[src/rtl/reg_file_wb.sv]
// Integer register file with a writeback handshake port.
// There are two combinational read ports with optional write forwarding.
// A per-register busy scoreboard lets the issue stage stall on RAW hazards.
// Register x0 always reads zero, ignores writes and is never marked busy.
module reg_file_wb #(
  parameter int XLEN     = 32,
  parameter int NUM_REGS = 32,
  parameter int ADDR_W   = 5,
  parameter int BYPASS   = 1
) (
  input  logic              clk,
  input  logic              reset,
  input  logic [XLEN-1:0]   reg_wr_data,
  input  logic [ADDR_W-1:0] reg_wr_addr,
  input  logic              reg_wr_data_valid,
  output logic              reg_wr_ack,
  input  logic [ADDR_W-1:0] rs1_addr,
  output logic [XLEN-1:0]   rs1_data,
  output logic              rs1_busy,
  input  logic [ADDR_W-1:0] rs2_addr,
  output logic [XLEN-1:0]   rs2_data,
  output logic              rs2_busy,
  input  logic              lock_valid,
  input  logic [ADDR_W-1:0] lock_addr
);

  // ACK is a one-cycle dead slot. The ALU is still holding valid in that
  // cycle, and it drops valid on the edge where it samples the ack.
  typedef enum logic {
    IDLE = 1'b0,
    ACK  = 1'b1
  } state_t;

  state_t state_reg, state_next;
  logic   ack_reg, ack_next;
  logic   commit;

  // Per-register storage and busy bits. Each bit is owned by its own
  // generate block and gathered onto these nets.
  logic [XLEN-1:0]     reg_value [NUM_REGS];
  logic [NUM_REGS-1:0] busy_mask;

  // Handshake next-state logic: accept a write only from IDLE.
  always_comb begin
    state_next = state_reg;
    ack_next   = 1'b0;
    commit     = 1'b0;
    case (state_reg)
      IDLE: begin
        if (reg_wr_data_valid) begin
          commit     = 1'b1;
          ack_next   = 1'b1;
          state_next = ACK;
        end
      end
      ACK: begin
        state_next = IDLE;
      end
      default: begin
        state_next = IDLE;
      end
    endcase
  end

  // Handshake state and ack registers. Reset overrides a same-edge request.
  always_ff @(posedge clk) begin
    if (reset) begin
      state_reg <= IDLE;
      ack_reg   <= 1'b0;
    end else begin
      state_reg <= state_next;
      ack_reg   <= ack_next;
    end
  end

  assign reg_wr_ack = ack_reg;

  genvar gi;
  generate
    for (gi = 0; gi < NUM_REGS; gi++) begin : g_reg
      if (gi == 0) begin : g_zero
        assign reg_value[gi] = '0;
        assign busy_mask[gi] = 1'b0;
      end else begin : g_arch
        logic [XLEN-1:0] value_reg;
        logic            busy_reg;
        logic            hit_wr;
        logic            hit_lock;

        assign hit_wr   = commit && (reg_wr_addr == ADDR_W'(gi));
        assign hit_lock = lock_valid && (lock_addr == ADDR_W'(gi));

        // Register contents: load on a committed write to this index.
        always_ff @(posedge clk) begin
          if (reset) begin
            value_reg <= '0;
          end else if (hit_wr) begin
            value_reg <= reg_wr_data;
          end
        end

        // Busy bit: a lock sets it, and a commit clears it. A same-edge lock
        // wins because it marks a newer producer.
        always_ff @(posedge clk) begin
          if (reset) begin
            busy_reg <= 1'b0;
          end else if (hit_lock) begin
            busy_reg <= 1'b1;
          end else if (hit_wr) begin
            busy_reg <= 1'b0;
          end
        end

        assign reg_value[gi] = value_reg;
        assign busy_mask[gi] = busy_reg;
      end
    end
  endgenerate

  // Forwarding is qualified exactly like a commit, so a request that is held
  // through the ACK dead slot is never forwarded.
  logic fwd_ok;
  assign fwd_ok = (BYPASS != 0) && (state_reg == IDLE) && reg_wr_data_valid;

  // Read port 1: forward a write accepted this cycle, or read the array.
  always_comb begin
    rs1_data = reg_value[rs1_addr];
    if (fwd_ok && (reg_wr_addr == rs1_addr) && (rs1_addr != '0)) begin
      rs1_data = reg_wr_data;
    end
  end

  // Read port 2: forward a write accepted this cycle, or read the array.
  always_comb begin
    rs2_data = reg_value[rs2_addr];
    if (fwd_ok && (reg_wr_addr == rs2_addr) && (rs2_addr != '0)) begin
      rs2_data = reg_wr_data;
    end
  end

  // The busy outputs show the registered mask only. A lock in flight is not
  // forwarded to them.
  assign rs1_busy = busy_mask[rs1_addr];
  assign rs2_busy = busy_mask[rs2_addr];

endmodule

[config.mk]
export PLATFORM = sky130hd
export DESIGN_NAME = reg_file_wb
export DESIGN_NICKNAME = d
export VERILOG_FILES = /design/src/rtl/reg_file_wb.sv
export SDC_FILE = /design/constraint.sdc
export NUM_CORES = 2
export LEC_CHECK = 0
export BUFFER_PORTS_ARGS = -buffer_cell sky130_fd_sc_hd__clkbuf_2
export CAP_MARGIN = 15
export CORE_MARGIN = 2
export CORE_UTILIZATION = 35
export DETAILED_ROUTE_END_ITERATION = 16
export PLACE_DENSITY_LB_ADDON = 0.05
export SYNTH_ARGS = -nofsm -noshare
export SYNTH_HDL_FRONTEND = slang
export SYNTH_SLANG_ARGS = --single-unit
[constraint.sdc]
create_clock -name clk -period 2.5 [get_ports clk]
set_input_delay 0.375 -clock clk [delete_from_list [all_inputs] [get_ports clk]]
set_output_delay 0.375 -clock clk [all_outputs]
set_load 0.01 [all_outputs]
; ---- Yosys cells after proc, flatten, opt, wreduce, memory -nomap -nowiden
; Cells that the tools add are included.
; W data, S select, Z words.
[word_totals]
mem_count = 0
ramBits = 0
in_bits = 56
ff_bits = 1025
latch_bits = 0
rom_bits = 0
output_inout_bits = 67
[op_classes]
n_eq_ne = 64
magnitude_cmp = 4
div_mod_pow = 0
n_mul = 0
n_reduce_logical = 100
muxes = 77
addsub = 0
n_bitwise = 3
n_shift = 0
[ops]
columns = cell, n
row1 = $bmux W32 S5, 2
row2 = $mux W32, 6
row3 = $eq A5 B5 Y1 const B, 32
row4 = $eq A5 B4 Y1 const B, 16
row5 = $logic_and A1 B1 Y1, 67
row6 = $mux W1, 66
row7 = $reduce_bool A2 Y1, 31
row8 = $eq A5 B3 Y1 const B, 8
row9 = $eq A5 B2 Y1 const B, 4
row10 = $ge A6 B6 Y1 const B, 2
row11 = $lt A5 B6 Y1 const B, 2
row12 = $not A5 Y6, 2
row13 = $bmux W1 S5, 2
row14 = $eq A5 B1 Y1 const B, 2
row15 = $eq A5 B5 Y1, 2
row16 = $reduce_bool A5 Y1, 2
row17 = $pmux W1 S2, 1
row18 = $not A1 Y1, 1

; ---- Depth between registers and ports, before layout
[logic_depth]
ltp_word = 5
depth_mapped = 10
ltp_nobuf = 5

; ---- Least setup slack after synthesis
; No wires, ideal clock.
[synth_path]
path_type = input port to output port
startpoint = input rs1_addr[1]
endpoint = output rs1_data[0]
t_arrival_ns = 2.084
cell_stages = 8
n_path_buf = 4
required_time_ns = 2.125
slack_ns = 0.041
path_cell_list = buf_4 > buf_4 > buf_2 > clkbuf_1 > a221oi_1 > o31ai_1 > a221oi_1 > o41ai_1
[synth_via]
elab_chain_cells = 5
word_cells_on_any_way = 9
cone_classes = eq/ne: 1 / mux: 4 / bitwise: 1 / reduce/logical: 3
[synth_rtl]
columns = item, line
row1 = from (decl), 17  ; input logic [ADDR_W-1:0] rs1_addr,
row2 = $not A5 Y6 (implied by the code), 127  ; rs1_data = reg_value[rs1_addr];
row3 = $bmux W32 S5, 127
row4 = $mux W32 (implied by the code) (2 in series), 127
row5 = $mux W32 *, 128  ; if (fwd_ok && (reg_wr_addr == rs1_addr) && (rs1_addr != '0)) begin
row6 = to (decl), 18  ; output logic [XLEN-1:0] rs1_data,
; Mark *: on every way between the ends. The rest lies on a longest branch, timed or not. The select of a mux whose other input is x is not followed.

; ---- Worst setup path after layout
[layout_path]
startpoint = register g_reg[27].g_arch.value_reg[14]
endpoint = output rs2_data[14]
[layout_via]
elab_chain_cells = 4
[layout_rtl]
columns = item, line
row1 = from (decl), 85  ; logic [XLEN-1:0] value_reg;
row2 = from (signal assigned), 98  ; value_reg <= reg_wr_data;
row3 = $bmux W32 S5, 135  ; rs2_data = reg_value[rs2_addr];
row4 = $mux W32 (implied by the code) (2 in series), 135
row5 = $mux W32, 136  ; if (fwd_ok && (reg_wr_addr == rs2_addr) && (rs2_addr != '0)) begin
row6 = to (decl), 21  ; output logic [XLEN-1:0] rs2_data,
; Every way passes these cells. The select of a mux whose other input is x is not followed.

==> flow_summary.yaml <==
sta:
  slew_viol_final: 0
  worst_slack_ns: -0.4918
  worst_pin_slew_ns: 0.7437
  max_freq_mhz: 334.2
  clock_skew_ns: 0.01407
  maxSlewHeadroom: 0.5042
  final_hold_viol_count: 0
  setup_violations: 66
  finalCritPeriodShare: 1.197
  period_needed_ns: 2.992
  rsz0062_at_grt: "yes"
hold_path:
  hold-path-cell-count: 2
  hp-class: "primary input to register"
floorplan:
  rows: 141
  initial_core_util: 0.3531
  dieArea_um2: 152400
  fp.dieW_um: 390.4
  die_h_um: 390.4
  ios: 123
  core_um2: 148000
clock_tree:
  cts_root_buf: "clkbuf_16"
  htree_levels: 3
  cts-buffers-inserted: 120
  path_clk_slew_ns: 0.07
  cts.sinks: 1024
  cts_tree: "built"
  clockBufferDepth: 3
  clkLatencyLatePin_ns: 0.77
critical_path:
  rrSetupSlack_ns: 0.09
  worstPathArrival_ns: 2.62
  end_kind: "output port"
  critical_path_class: "register to output port"
  required_ns: 2.12
  reg2reg_depth: 11
  critical_path.startpoint_type: "register"
  path_max_fanout: 3
global_route:
  antenna_found_initial: 11
  grt_pass1_wl_um: 365000
  grt_max_degree: 93
  grt_pass1_vias: 47510
  grt_use_total: 0.3327
  grt_overflow_total: 0
route:
  wl_met3_um: 22490
  topRoutingLayerUsed: "met5"
  wl_met1_um: 112600
  vias: 50140
  wl_um: 259600
  wl_met2_um: 115500
  dr.first_iter.drc_count: 5826
  vias_per_cell: 5.894
  post_drt_wl_per_cell_um: 30.52
  drtAntennaViolNets: 0
  drc: 0
  firstDrtPassIters: 6
status:
  violations: "setup timing"
  status: "finished with violations"
layout:
  area_delta_synth_final_pct: 30.92
  layout_common_cells: "nand2_1 (2035), a21oi_1 (1035), dfxtp_1 (879)"
  nets: 6531
  mostFrequentLayoutCell: "nand2_1"
  utilization: 0.4623
  largest_reg_flops: 992
  drive_gt1_frac: 0.3265
synth:
  ys_types: 53
  synth-async-reset-ratio: 0
  syn_area_per_cell_um2: 8.580
  yosys_warnings: 0
  synth_ff_type: "dfxtp_1"
  synth_fp_nets: 6147
  syn_area_um2: 52260
  ys_ff_latch: 1024
  synth_edf_count: 0
  ys_seq_area_frac: 0.3923
  syn_inst: 6091
job:
  max-cap-violations: 0
placement:
  gp_congestion: 0.8865
  hpwl_um: 170800
  io_buffers: 122
power_and_ir_drop:
  p_total_uw: 39920
  vdd_ir_drop_max_mv: 0.5923
  power.density_nw_per_um2: 583.4
  leakagePower_uw: 0.02327
-- logic make-up (layout without fill, tap and decap cells) --
family | count (synthesis) | after routing | synth area share
XOR/XNOR | 8 | 8 | 0.001341
AND/OR/NAND/NOR | 2279 | 2279 | 0.1684
other | 0 | 4 | 0
AO/OA/AOI/OAI | 1498 | 1498 | 0.1656
flip-flops | 1024 | 1024 | 0.3923
buffers and inverters | 666 | 1148 | 0.05267
multiplexers | 616 | 616 | 0.2198
-- layer usage --
metal,vias up,global-route usage
met2,2338,0.5108
met1,25120,0.4704
met4,4,0.1120
li1,22210,-
met5,-,0
met3,469,0.05947
-- timing repair --
item                                    4_1_cts  5_1_grt
pin swaps                                   164       79
endpoints found under the setup margin       66      305
setup buffers                                45       56
endpoints found under the hold margin        15        0
resized for setup                           524      199
hold buffers                                  7        0
gates cloned                                  3        3
-- report_power, final --
group	internal (uW)	leakage (uW)	switching [uW]
logic	1820	0.0129	2950
clock network	11000	0.00205	7650
registers	16400	0.00833	82.2
-- cell usage after synthesis (all sizes together), types with 12 or more instances --
cell | number | share of area
mux2 | 93 | 0.020
a221oi | 26 | 0.0044
dfxtp | 1024 | 0.39
a21oi | 1074 | 0.10
nor2 | 112 | 0.0080
o31ai | 13 | 0.0019
o41ai | 13 | 0.0022
a32o | 18 | 0.0034
mux2i | 107 | 0.020
clkbuf | 522 | 0.038
nand2 | 2078 | 0.15
o21ai | 32 | 0.0031
a22oi | 140 | 0.020
o22ai | 36 | 0.0043
buf | 142 | 0.014
o221ai | 38 | 0.0064
mux4 | 416 | 0.18
nor3 | 12 | 0.0014
nor2b | 32 | 0.0038
a22o | 26 | 0.0044
a221o | 19 | 0.0036
a31oi | 32 | 0.0038
-- worst paths after layout --
path                                                    start                                          end
setup / recovery  g_reg[27].g_arch.value_reg[14]$_SDFFE_PP0P_                                 rs2_data[14]
setup reg to reg                         state_reg$_SDFF_PP0_       g_reg[14].g_arch.busy_reg$_SDFFE_PP0P_
hold / removal                                          reset  g_reg[12].g_arch.value_reg[12]$_SDFFE_PP0P_
hold reg to reg   g_reg[31].g_arch.value_reg[11]$_SDFFE_PP0P_  g_reg[31].g_arch.value_reg[11]$_SDFFE_PP0P_
-- stage by stage --
step	cell area [um2]	setup TNS, ns	hold WS (ns)	std cells	setup slack (ns)
after floorplan	52260	0	0.4424	6091	0.04108
after global placement	60480	-42.87	0.4488	8212	-1.291
after detailed placement	60480	-42.27	0.4560	8212	-1.266
after CTS	67330	-25.49	0.01021	8459	-0.5542
after global routing	68420	-24.17	0.05127	8507	-0.5107
final	68420	-21.95	0.03269	8507	-0.4918
-- worst max-delay path, stage by stage, from the launching register on --
cell and delay, ns:
dfxtp_2 0.33, mux4_2 0.47, a22o_1 0.27, o21ai_4 0.31, buf_6 0.17, a31oi_4 0.14
clkbuf_2 0.16
-- cell type report --
cell class,instances,area (um2)
clock buffers,178,3636
multi-input cells,4401,31690
diodes,4,10.01
well taps,1930,2415
flip-flops and latches,1024,20680
fillers,14140,79590
inverters,2,7.507
repair buffers,926,9494
clock inverters,42,489.2
Power figures use the tool's default switching activity.
